**src/rtl/lsu_pkg.sv**
```systemverilog
// Shared encodings for the MEM-stage load/store unit.
// Access-size codes and the read-modify-write FSM states.
package lsu_pkg;

  localparam logic [1:0] SZ_BYTE = 2'b00;
  localparam logic [1:0] SZ_HALF = 2'b01;
  localparam logic [1:0] SZ_WORD = 2'b10;

  typedef enum logic {
    IDLE   = 1'b0,
    RMW_WR = 1'b1
  } lsu_state_e;

  function automatic logic is_sub(input logic [1:0] sz);
    return (sz == SZ_BYTE) || (sz == SZ_HALF);
  endfunction

endpackage

```
**src/rtl/lsu_byte_lane.sv**
```systemverilog
// Byte/half lane logic: merges store data into a word
// and extracts plus extends load data from a word.
module lsu_byte_lane
  import lsu_pkg::*;
(
  input  logic [1:0]  size_i,
  input  logic        uns_i,
  input  logic [1:0]  lane_i,
  input  logic [31:0] rdata_i,
  input  logic [31:0] wdata_i,
  output logic [31:0] merge_o,
  output logic [31:0] load_o
);

  logic [4:0]  b_sh;
  logic [4:0]  h_sh;
  logic [7:0]  b_v;
  logic [15:0] h_v;

  // Half accesses only look at lane bit 1
  assign b_sh = {lane_i, 3'b000};
  assign h_sh = {lane_i[1], 4'b0000};
  assign b_v  = rdata_i[b_sh +: 8];
  assign h_v  = rdata_i[h_sh +: 16];

  always_comb begin
    merge_o = rdata_i;
    unique case (size_i)
      SZ_BYTE: merge_o[b_sh +: 8]  = wdata_i[7:0];
      SZ_HALF: merge_o[h_sh +: 16] = wdata_i[15:0];
      default: merge_o = wdata_i;
    endcase
  end

  always_comb begin
    unique case (size_i)
      SZ_BYTE: load_o = {{24{~uns_i & b_v[7]}}, b_v};
      SZ_HALF: load_o = {{16{~uns_i & h_v[15]}}, h_v};
      default: load_o = rdata_i;
    endcase
  end

endmodule

```
**src/rtl/mem_stage_lsu.sv**
```systemverilog
// MEM-stage LSU: word-only data_memory, sub-word stores via RMW.
// Define LSU_MISALIGN_TRAP_EN to trap misaligned half/word accesses.
module mem_stage_lsu
  import lsu_pkg::*;
#(
  parameter int ADDR_W = 7,
  parameter int DATA_W = 32
) (
  input  logic              clk,
  input  logic              rst,
  input  logic              in_valid,
  input  logic              in_mem_read,
  input  logic              in_mem_write,
  input  logic [1:0]        in_size,
  input  logic              in_unsigned,
  input  logic [31:0]       in_addr,
  input  logic [DATA_W-1:0] in_wdata,
  input  logic              in_reg_write,
  input  logic [4:0]        in_rd,
  output logic              stall,
  output logic [ADDR_W-1:0] dm_address,
  output logic              dm_read_e,
  output logic              dm_write_e,
  output logic [DATA_W-1:0] dm_write_data,
  input  logic [DATA_W-1:0] dm_read_data,
  output logic              wb_valid,
  output logic              wb_reg_write,
  output logic [4:0]        wb_rd,
  output logic [DATA_W-1:0] wb_data,
  output logic              wb_misaligned
);

  lsu_state_e          st_q, st_d;
  logic [DATA_W-1:0]   merge_q, merge_d;
  logic [DATA_W-1:0]   merged;
  logic [DATA_W-1:0]   ld_data;
  logic                misal;
  logic                ld;
  logic                st;
  logic                rmw_start;
  logic                rd_e;
  logic                wr_e;

  logic                valid_d;
  logic                rw_d;
  logic [4:0]          rd_d;
  logic [DATA_W-1:0]   data_d;
  logic                mis_q;

  assign dm_address = in_addr[ADDR_W+1:2];

`ifdef LSU_MISALIGN_TRAP_EN
  logic is_half;
  logic is_word;
  assign is_half = (in_size == SZ_HALF);
  assign is_word = !is_sub(in_size);
  assign misal = in_valid & (in_mem_read | in_mem_write)
               & ((is_half & in_addr[0])
               | (is_word & (in_addr[1:0] != 2'b00)));
`else
  assign misal = 1'b0;
`endif

  assign ld        = in_valid & in_mem_read & ~misal;
  assign st        = in_valid & in_mem_write & ~misal;
  assign rmw_start = st & is_sub(in_size);

  lsu_byte_lane u_lane (
    .size_i  (in_size),
    .uns_i   (in_unsigned),
    .lane_i  (in_addr[1:0]),
    .rdata_i (dm_read_data),
    .wdata_i (in_wdata),
    .merge_o (merged),
    .load_o  (ld_data)
  );

  always_ff @(posedge clk or posedge rst) begin
    if (rst) st_q <= IDLE;
    else     st_q <= st_d;
  end

  always_comb begin
    st_d = st_q;
    unique case (st_q)
      IDLE:    if (rmw_start) st_d = RMW_WR;
      RMW_WR:  st_d = IDLE;
      default: st_d = IDLE;
    endcase
  end

  always_comb begin
    rd_e          = 1'b0;
    wr_e          = 1'b0;
    stall         = 1'b0;
    dm_write_data = in_wdata;
    unique case (st_q)
      IDLE: begin
        if (ld) begin
          rd_e = 1'b1;
        end else if (rmw_start) begin
          rd_e  = 1'b1;
          stall = 1'b1;
        end else if (st) begin
          wr_e = 1'b1;
        end
      end
      RMW_WR: begin
        wr_e          = 1'b1;
        dm_write_data = merge_q;
      end
      default: ;
    endcase
  end

  // Enables drop the moment reset rises, not at the next edge
  assign dm_read_e  = rd_e & ~rst;
  assign dm_write_e = wr_e & ~rst;

  always_comb begin
    merge_d = merge_q;
    valid_d = in_valid;
    rw_d    = in_reg_write & ~in_mem_write & ~misal;
    rd_d    = in_rd;
    data_d  = ld ? ld_data : in_addr;
    if (st_q == IDLE && rmw_start) begin
      merge_d = merged;
      valid_d = 1'b0;
      rw_d    = 1'b0;
    end
  end

  always_ff @(posedge clk or posedge rst) begin
    if (rst) begin
      merge_q      <= '0;
      wb_valid     <= 1'b0;
      wb_reg_write <= 1'b0;
      wb_rd        <= '0;
      wb_data      <= '0;
      mis_q        <= 1'b0;
    end else begin
      merge_q      <= merge_d;
      wb_valid     <= valid_d;
      wb_reg_write <= rw_d;
      wb_rd        <= rd_d;
      wb_data      <= data_d;
      mis_q        <= misal;
    end
  end

  assign wb_misaligned = mis_q;

endmodule

```
**config.mk**
```make
export PLATFORM = sky130hd
export DESIGN_NAME = mem_stage_lsu
export DESIGN_NICKNAME = d
export VERILOG_FILES = /design/src/rtl/lsu_pkg.sv /design/src/rtl/lsu_byte_lane.sv /design/src/rtl/mem_stage_lsu.sv
export SDC_FILE = /design/constraint.sdc
export NUM_CORES = 1
export LEC_CHECK = 0
export ABC_AREA = 0
export BUFFER_PORTS_ARGS = -buffer_cell sky130_fd_sc_hd__buf_2
export CORE_AREA = 2 2 131 133
export CTS_CLUSTER_DIAMETER = 120
export CTS_CLUSTER_SIZE = 40
export DETAILED_ROUTE_END_ITERATION = 6
export DIE_AREA = 0 0 133 135
export PLACE_DENSITY = 0.57
export SLEW_MARGIN = 0
export SYNTH_ARGS = -nofsm -noshare
export SYNTH_HDL_FRONTEND = slang
export SYNTH_HIERARCHICAL = 1
export SYNTH_SLANG_ARGS = --single-unit
```
**constraint.sdc**
```tcl
create_clock -name clk -period 8 [get_ports clk]
set_input_delay 1.2 -clock clk [delete_from_list [all_inputs] [get_ports clk]]
set_output_delay 1.2 -clock clk [all_outputs]
set_load 0.02 [all_outputs]
```
Yosys cells after proc, flatten, opt, wreduce, memory -nomap -nowiden
Index checks and enable logic that the tools add are counted.
{"block": "word_totals", "out_inout_bits": 82, "reg_bits": 72, "inputBits": 110}
{"block": "classes", "n_shift": 6, "n_reduce_logical": 3, "addsub": 2, "n_eq_ne": 1, "bitwise_logic": 12, "muxes": 18}
{"operator": "32-bit case mux with 2 select lines", "n": 2}
{"operator": "32-bit bitwise mux", "n": 2}
{"operator": "32-bit two-way mux", "n": 2}
{"operator": "16-bit by 7-bit variable shift with 32-bit output, first input constant", "n": 1}
{"operator": "8-bit by 7-bit variable shift with 32-bit output, first input constant", "n": 1}
{"operator": "16-bit by 7-bit variable part select with 32-bit output", "n": 1}
{"operator": "32-bit by 6-bit variable part select with 16-bit output", "n": 1}
{"operator": "32-bit by 6-bit variable part select with 8-bit output", "n": 1}
{"operator": "8-bit by 7-bit variable part select with 32-bit output", "n": 1}
{"operator": "5-bit negator with 7-bit output", "n": 2}
{"operator": "1-bit two-way mux", "n": 10}
{"operator": "1-bit bitwise AND", "n": 8}
{"operator": "1-bit NOT", "n": 4}
{"operator": "1-bit case mux with 2 select lines", "n": 2}
{"operator": "2-bit by 1-bit == test with 1-bit output, second input constant", "n": 1}
{"operator": "2-bit zero test", "n": 1}
{"operator": "1-bit logical AND", "n": 1}
{"operator": "1-bit logical OR", "n": 1}

Logic depth before layout (Yosys ltp)
{"block": "logic_depth", "depth_word": 7, "depth_mapped": 9}

Hierarchy
Netlist, hierarchy kept.
{"mod": "mem_stage_lsu", "area_each_um2": 3228.1, "n_inst": 1, "cells_each": 199, "seq_area_each_um2": 1801.7}
{"mod": "lsu_byte_lane", "area_each_um2": 1642.8, "n_inst": 1, "cells_each": 241, "seq_area_each_um2": 0.0}

Least setup slack after synthesis
OpenSTA, ideal clock, no wires.
{"block": "synth_timing", "path_type": "input to output", "from": "input port rst", "to": "output port dm_read_e", "path_stages": 2, "path_buffers": 0, "path_slack_ns": 3.585, "t_required_ns": 6.800, "arrival_time_ns": 3.215, "path_cell_list": "inv_1 o2111a_1"}
{"block": "synth_between", "elab_chain_cells": 2}
{"item": "from (decl)", "line_no": "mem_stage_lsu.sv:10", "rtl": "input logic rst,"}
{"item": "1-bit NOT", "line_no": "mem_stage_lsu.sv:117", "rtl": "assign dm_read_e = rd_e & ~rst;"}
{"item": "1-bit bitwise AND", "line_no": "mem_stage_lsu.sv:117"}
{"item": "to (decl)", "line_no": "mem_stage_lsu.sv:22", "rtl": "output logic dm_read_e,"}
Every way passes these cells.

Worst setup path after layout
Ends and elaborated chain as after synthesis.

==> results by stage <==
Status:
- The flow ran to the end, and the final reports show no timing, DRC or antenna violations.

Power and ir drop:
- The sequential power share is 37.1%.
- The switching share of total power is 28.9%.
- The analysis attributes to cell leakage a power of 3.06 nW.
- Internal power comes to 0.000862 W.
- The switching component of the power is 0.000351 W.
- The combinational share of power is 26.7%.
- The clock network power share is 36.2%.
- Across the VDD grid, the largest voltage drop is 93.7 uV.
- The total power divided by cell area is 196 mW/mm^2.
- The total power draw is 0.00121 W.

Placed design:
- The post-detailed-placement cell area is 0.00586 sq mm.
- The cell count after placement is 813.
- The count of buffers added on input and output ports is 190.
- The routability-driven placement congestion ratio is 0.877.
- Summed over all nets, the half-perimeter wirelength after detailed placement is 12.7 mm.

Clock tree:
- In this run the number of H-tree levels came out at 3.
- The later-pin clock latency in the skew report is 340 ps.
- The buffer cell driving the clock tree root is sky130_fd_sc_hd__clkbuf_16.
- After clock tree synthesis, the clock-pin slew on the worst setup and hold paths is 60 ps.
- The number of setup buffers added after CTS is 0.
- Once the clock tree was built, the resizer swapped 0 gates to a different size.
- The quantity of hold-fixing buffers added after cts is 0.
- Buffers inserted during clock tree synthesis total 9.
- The clock passes through at most 2 buffers.
- The TritonCTS clock tree is built.
- The clock sink total is 72.

Final layout:
- The relative area change from synthesis to final layout is 26.9%.
- The library cells used most frequently in the layout, excluding fill and tap cells, are 190 x sky130_fd_sc_hd__buf_2, 72 x sky130_fd_sc_hd__dfrtp_1, 70 x sky130_fd_sc_hd__mux2_2.
- The final net count is 719.
- The share of post-route cells with drive strength above 1 is 52.3%.
- Leaving out filler cells and counting taps, the final layout contains 828.
- The multi-input combinational cells in the finished layout cover a total of 0.00274 sq mm.
- The number of antenna cells inserted is 0.
- Registers take 0.00180 sq mm.
- Counting the fill cells in the layout gives 1674.
- The most frequent standard cell in the layout excluding fill and tap cells is sky130_fd_sc_hd__buf_2.
- The area of all placed cells without fillers is 0.00618 sq mm.

Yosys:
- The number of synthesized register bits is 72.
- Summing the areas of all xor and xnor instances in the mapped netlist gives 0% of the synthesized area.
- A synthesized cell averages 11.1 sq um.
- The net count after synthesis is 555.
- The synthesized netlist occupies a cell area of 0.00487 sq mm.
- The synthesized netlist contains 48 unique library cells.
- By area, the combinational part of the netlist is dominated by multiplexers.
- The synthesized design contains 0 enable-type register cells.
- The synthesized netlist devotes 16.8% of its cell area to compound gates.
- Summing the areas of all and, or, nand and nor instances in the mapped netlist gives 9.17% of the synthesized area.
- Of the post-synthesis cell area, the part taken by muxes is 29.0%.
- Summing the sequential cell areas from Yosys gives 37.0% of the chip area.
- The share of flip-flops with an asynchronous set or reset after synthesis is 100%.
- The predominant post-synthesis flop cell is sky130_fd_sc_hd__dfrtp_1.
- The fraction of the mapped netlist area in adder cells is 1.28%.
- The cell count after synthesis came out at 440.
- The synthesis warning total is 6.

Floorplan:
- After floorplanning, the core was sized to cover 0.0164 sq mm.
- The placement row count is 47.
- The initial cell density of the core is 29.7%.
- The die is 135 microns tall.
- For this design the top-level I/O count stands at 192.
- The die boundary width is 133 microns.
- The die covers 0.0180 sq mm.

STA:
- The max-slew headroom at the worst pin is 16.7%.
- For this run, the top clock speed supported by timing is 269 MHz.
- The final critical path takes up 46.4% of the cycle.
- The final period demand of the worst path is 3710 ps.
- The tightest hold path in the finished design has a slack of 503 ps.
- Setup repair after global routing left no endpoint under its margin.
- For the pin with the worst max-slew slack, the measured transition is 1250 ps.
- The final total negative setup slack is 0 ps.
- For the final database, setup skew stands at 7.69 ps.
- The count of final setup violators is 0.
- The max-slew violation count is 0.
- The count of final hold-check violations is 0.

Worst setup path:
- The category of the worst setup path launch point is a primary input.
- The worst-case reg-to-reg path depth is 3.
- The data arrival at the endpoint of the critical path is 2510 ps.
- The start point of the critical path is rst.
- The startpoint-to-endpoint class of the critical path is primary input to primary output.
- The worst register-to-register path has a setup slack of 5420 ps.
- For the worst setup path, the data required time is 6800 ps.
- The most critical setup path has its endpoint at dm_read_e.
- In this run the critical register-to-register path is captured at merge_q[18].
- The launching point of the worst reg2reg path is st_q.
- The kind of end point of the critical path is a primary output.
- The peak fanout along the critical path is 73.

Route:
- The detailed router placed 4284 vias in this run.
- The mean number of vias per cell is 5.17.
- The wire length on met1 is 7.00 mm.
- The number of remaining DRC errors is 0.
- Wires add up to 16.7 mm.
- The mean routed wirelength per cell is 20.2 microns.
- The routed length on met2 is 8.17 mm.
- The number of iterations in the first detailed-routing pass is 7.
- Once detail routing completed, the nets flagged for antenna violations numbered 0.
- The met3 routed wirelength is 1.13 mm.
- The initial DRC count is 330.
- The highest metal layer carrying signal wires in the routed design is met4.

Global routing:
- For this run the aggregate overflow at the end of global routing stands at 0.
- The global-route wire length before repair is 25.8 mm.
- Entering global routing, the biggest net connects 74 pins.
- The number of antenna violations at the first check in global routing is 0.
- Global routing used 18.8% of the available tracks.
- The number of global-route vias before repair came to 4544.

Hold path:
- The worst hold path begins at merge_q[19].
- The path class of the tightest hold or removal check is flop to flop.

Run:
- Across the run, the number of max-cap violations was 0.
## stage by stage
stage | utilization, % | setup WS, ps
finish | 37.7 | 4290
detailed placement | 35.7 | 4200
floorplan | - | 3590
CTS | 37.7 | 4180
global route | 37.7 | 4100
global placement | 35.7 | 4200
## synthesized netlist by cell type, types with 2 or more instances
cell | n | share of area, %
sky130_fd_sc_hd__a22oi_1 | 12 | 1.8
sky130_fd_sc_hd__mux2_2 | 70 | 16
sky130_fd_sc_hd__ha_1 | 5 | 1.3
sky130_fd_sc_hd__nor2b_1 | 12 | 1.5
sky130_fd_sc_hd__a221o_1 | 16 | 3.3
sky130_fd_sc_hd__buf_4 | 10 | 1.5
sky130_fd_sc_hd__a21oi_2 | 2 | 0.36
sky130_fd_sc_hd__nor2_1 | 13 | 1.0
sky130_fd_sc_hd__buf_8 | 3 | 0.92
sky130_fd_sc_hd__a211oi_1 | 2 | 0.31
sky130_fd_sc_hd__and4_1 | 2 | 0.36
sky130_fd_sc_hd__buf_1 | 3 | 0.23
sky130_fd_sc_hd__o221ai_1 | 8 | 1.4
sky130_fd_sc_hd__mux2_1 | 6 | 1.4
sky130_fd_sc_hd__buf_6 | 4 | 0.92
sky130_fd_sc_hd__nor3b_1 | 2 | 0.31
sky130_fd_sc_hd__clkbuf_1 | 9 | 0.69
sky130_fd_sc_hd__a21oi_1 | 13 | 1.3
sky130_fd_sc_hd__nand2_1 | 42 | 3.2
sky130_fd_sc_hd__o21ai_1 | 2 | 0.21
sky130_fd_sc_hd__a22o_1 | 8 | 1.4
sky130_fd_sc_hd__a21o_1 | 16 | 2.5
sky130_fd_sc_hd__mux2_4 | 29 | 8.9
sky130_fd_sc_hd__inv_1 | 14 | 1.1
sky130_fd_sc_hd__dfrtp_1 | 72 | 37
sky130_fd_sc_hd__o21ai_0 | 8 | 0.82
sky130_fd_sc_hd__a222oi_1 | 8 | 1.6
sky130_fd_sc_hd__nand2b_1 | 7 | 0.90
sky130_fd_sc_hd__mux2i_1 | 12 | 2.5
sky130_fd_sc_hd__buf_2 | 12 | 1.2
## routing by layer
metal,GRT usage (%),vias up
met2,32.4,200
met5,0,-
met1,23.6,2114
met4,7.47,0
met3,3.27,27
li1,-,1943
## worst min-delay path by stage
stage | slack [ps] | depth (start not counted) | endpoint
6_report | 500 | 1 | merge_q[19]
5_1_grt | 510 | 1 | merge_q[17]
4_1_cts | 500 | 1 | merge_q[17]
3_5_place_dp | 480 | 1 | merge_q[17]
3_3_place_gp | 480 | 1 | merge_q[18]
2_1_floorplan | 450 | 1 | merge_q[17]
## power groups by stage
| stage | combinational, W | sequential, W | clock [W] |
|---|---|---|---|
| after CTS | 0.000327 | 0.000449 | 0.000452 |
| after detailed placement | 0.000325 | 0.000455 | 0 |
| after floorplan | 0.000204 | 0.000463 | 0 |
| after global placement | 0.000320 | 0.000454 | 0 |
| final | 0.000324 | 0.000450 | 0.000440 |
| after global routing | 0.000350 | 0.000455 | 0.000470 |
## critical path, stage by stage
cell and delay [ps]:
sky130_fd_sc_hd__buf_2 110, sky130_fd_sc_hd__clkinv_2 30, sky130_fd_sc_hd__buf_4 700, sky130_fd_sc_hd__o2111a_1 300, sky130_fd_sc_hd__buf_2 160
## area by class of cell
cell class / instances / share of cell area (%)
Timing Repair Buffer: 194 / 15.9
Tap cell: 220 / 4.45
Inverter: 15 / 0.931
Multi-Input combinational cell: 312 / 44.4
Sequential cell: 72 / 29.2
Clock inverter: 3 / 1.05
Clock buffer: 12 / 4.15
## cells by family after synthesis
kind of cell,Yosys count
fa+ha+maj,5
mux,117
other cells,1
compound gates,101
buf+inv,56
simple gates,88
flops,72
## state kept, by name, indices dropped and copies added (netlist names)
| register | cells |
|---|---|
| merge_q | 32 |
| wb_data | 32 |
| wb_rd | 5 |
| st_q | 1 |
| wb_reg_write | 1 |
| wb_valid | 1 |
No activity file was read; power rests on OpenSTA's default activity.
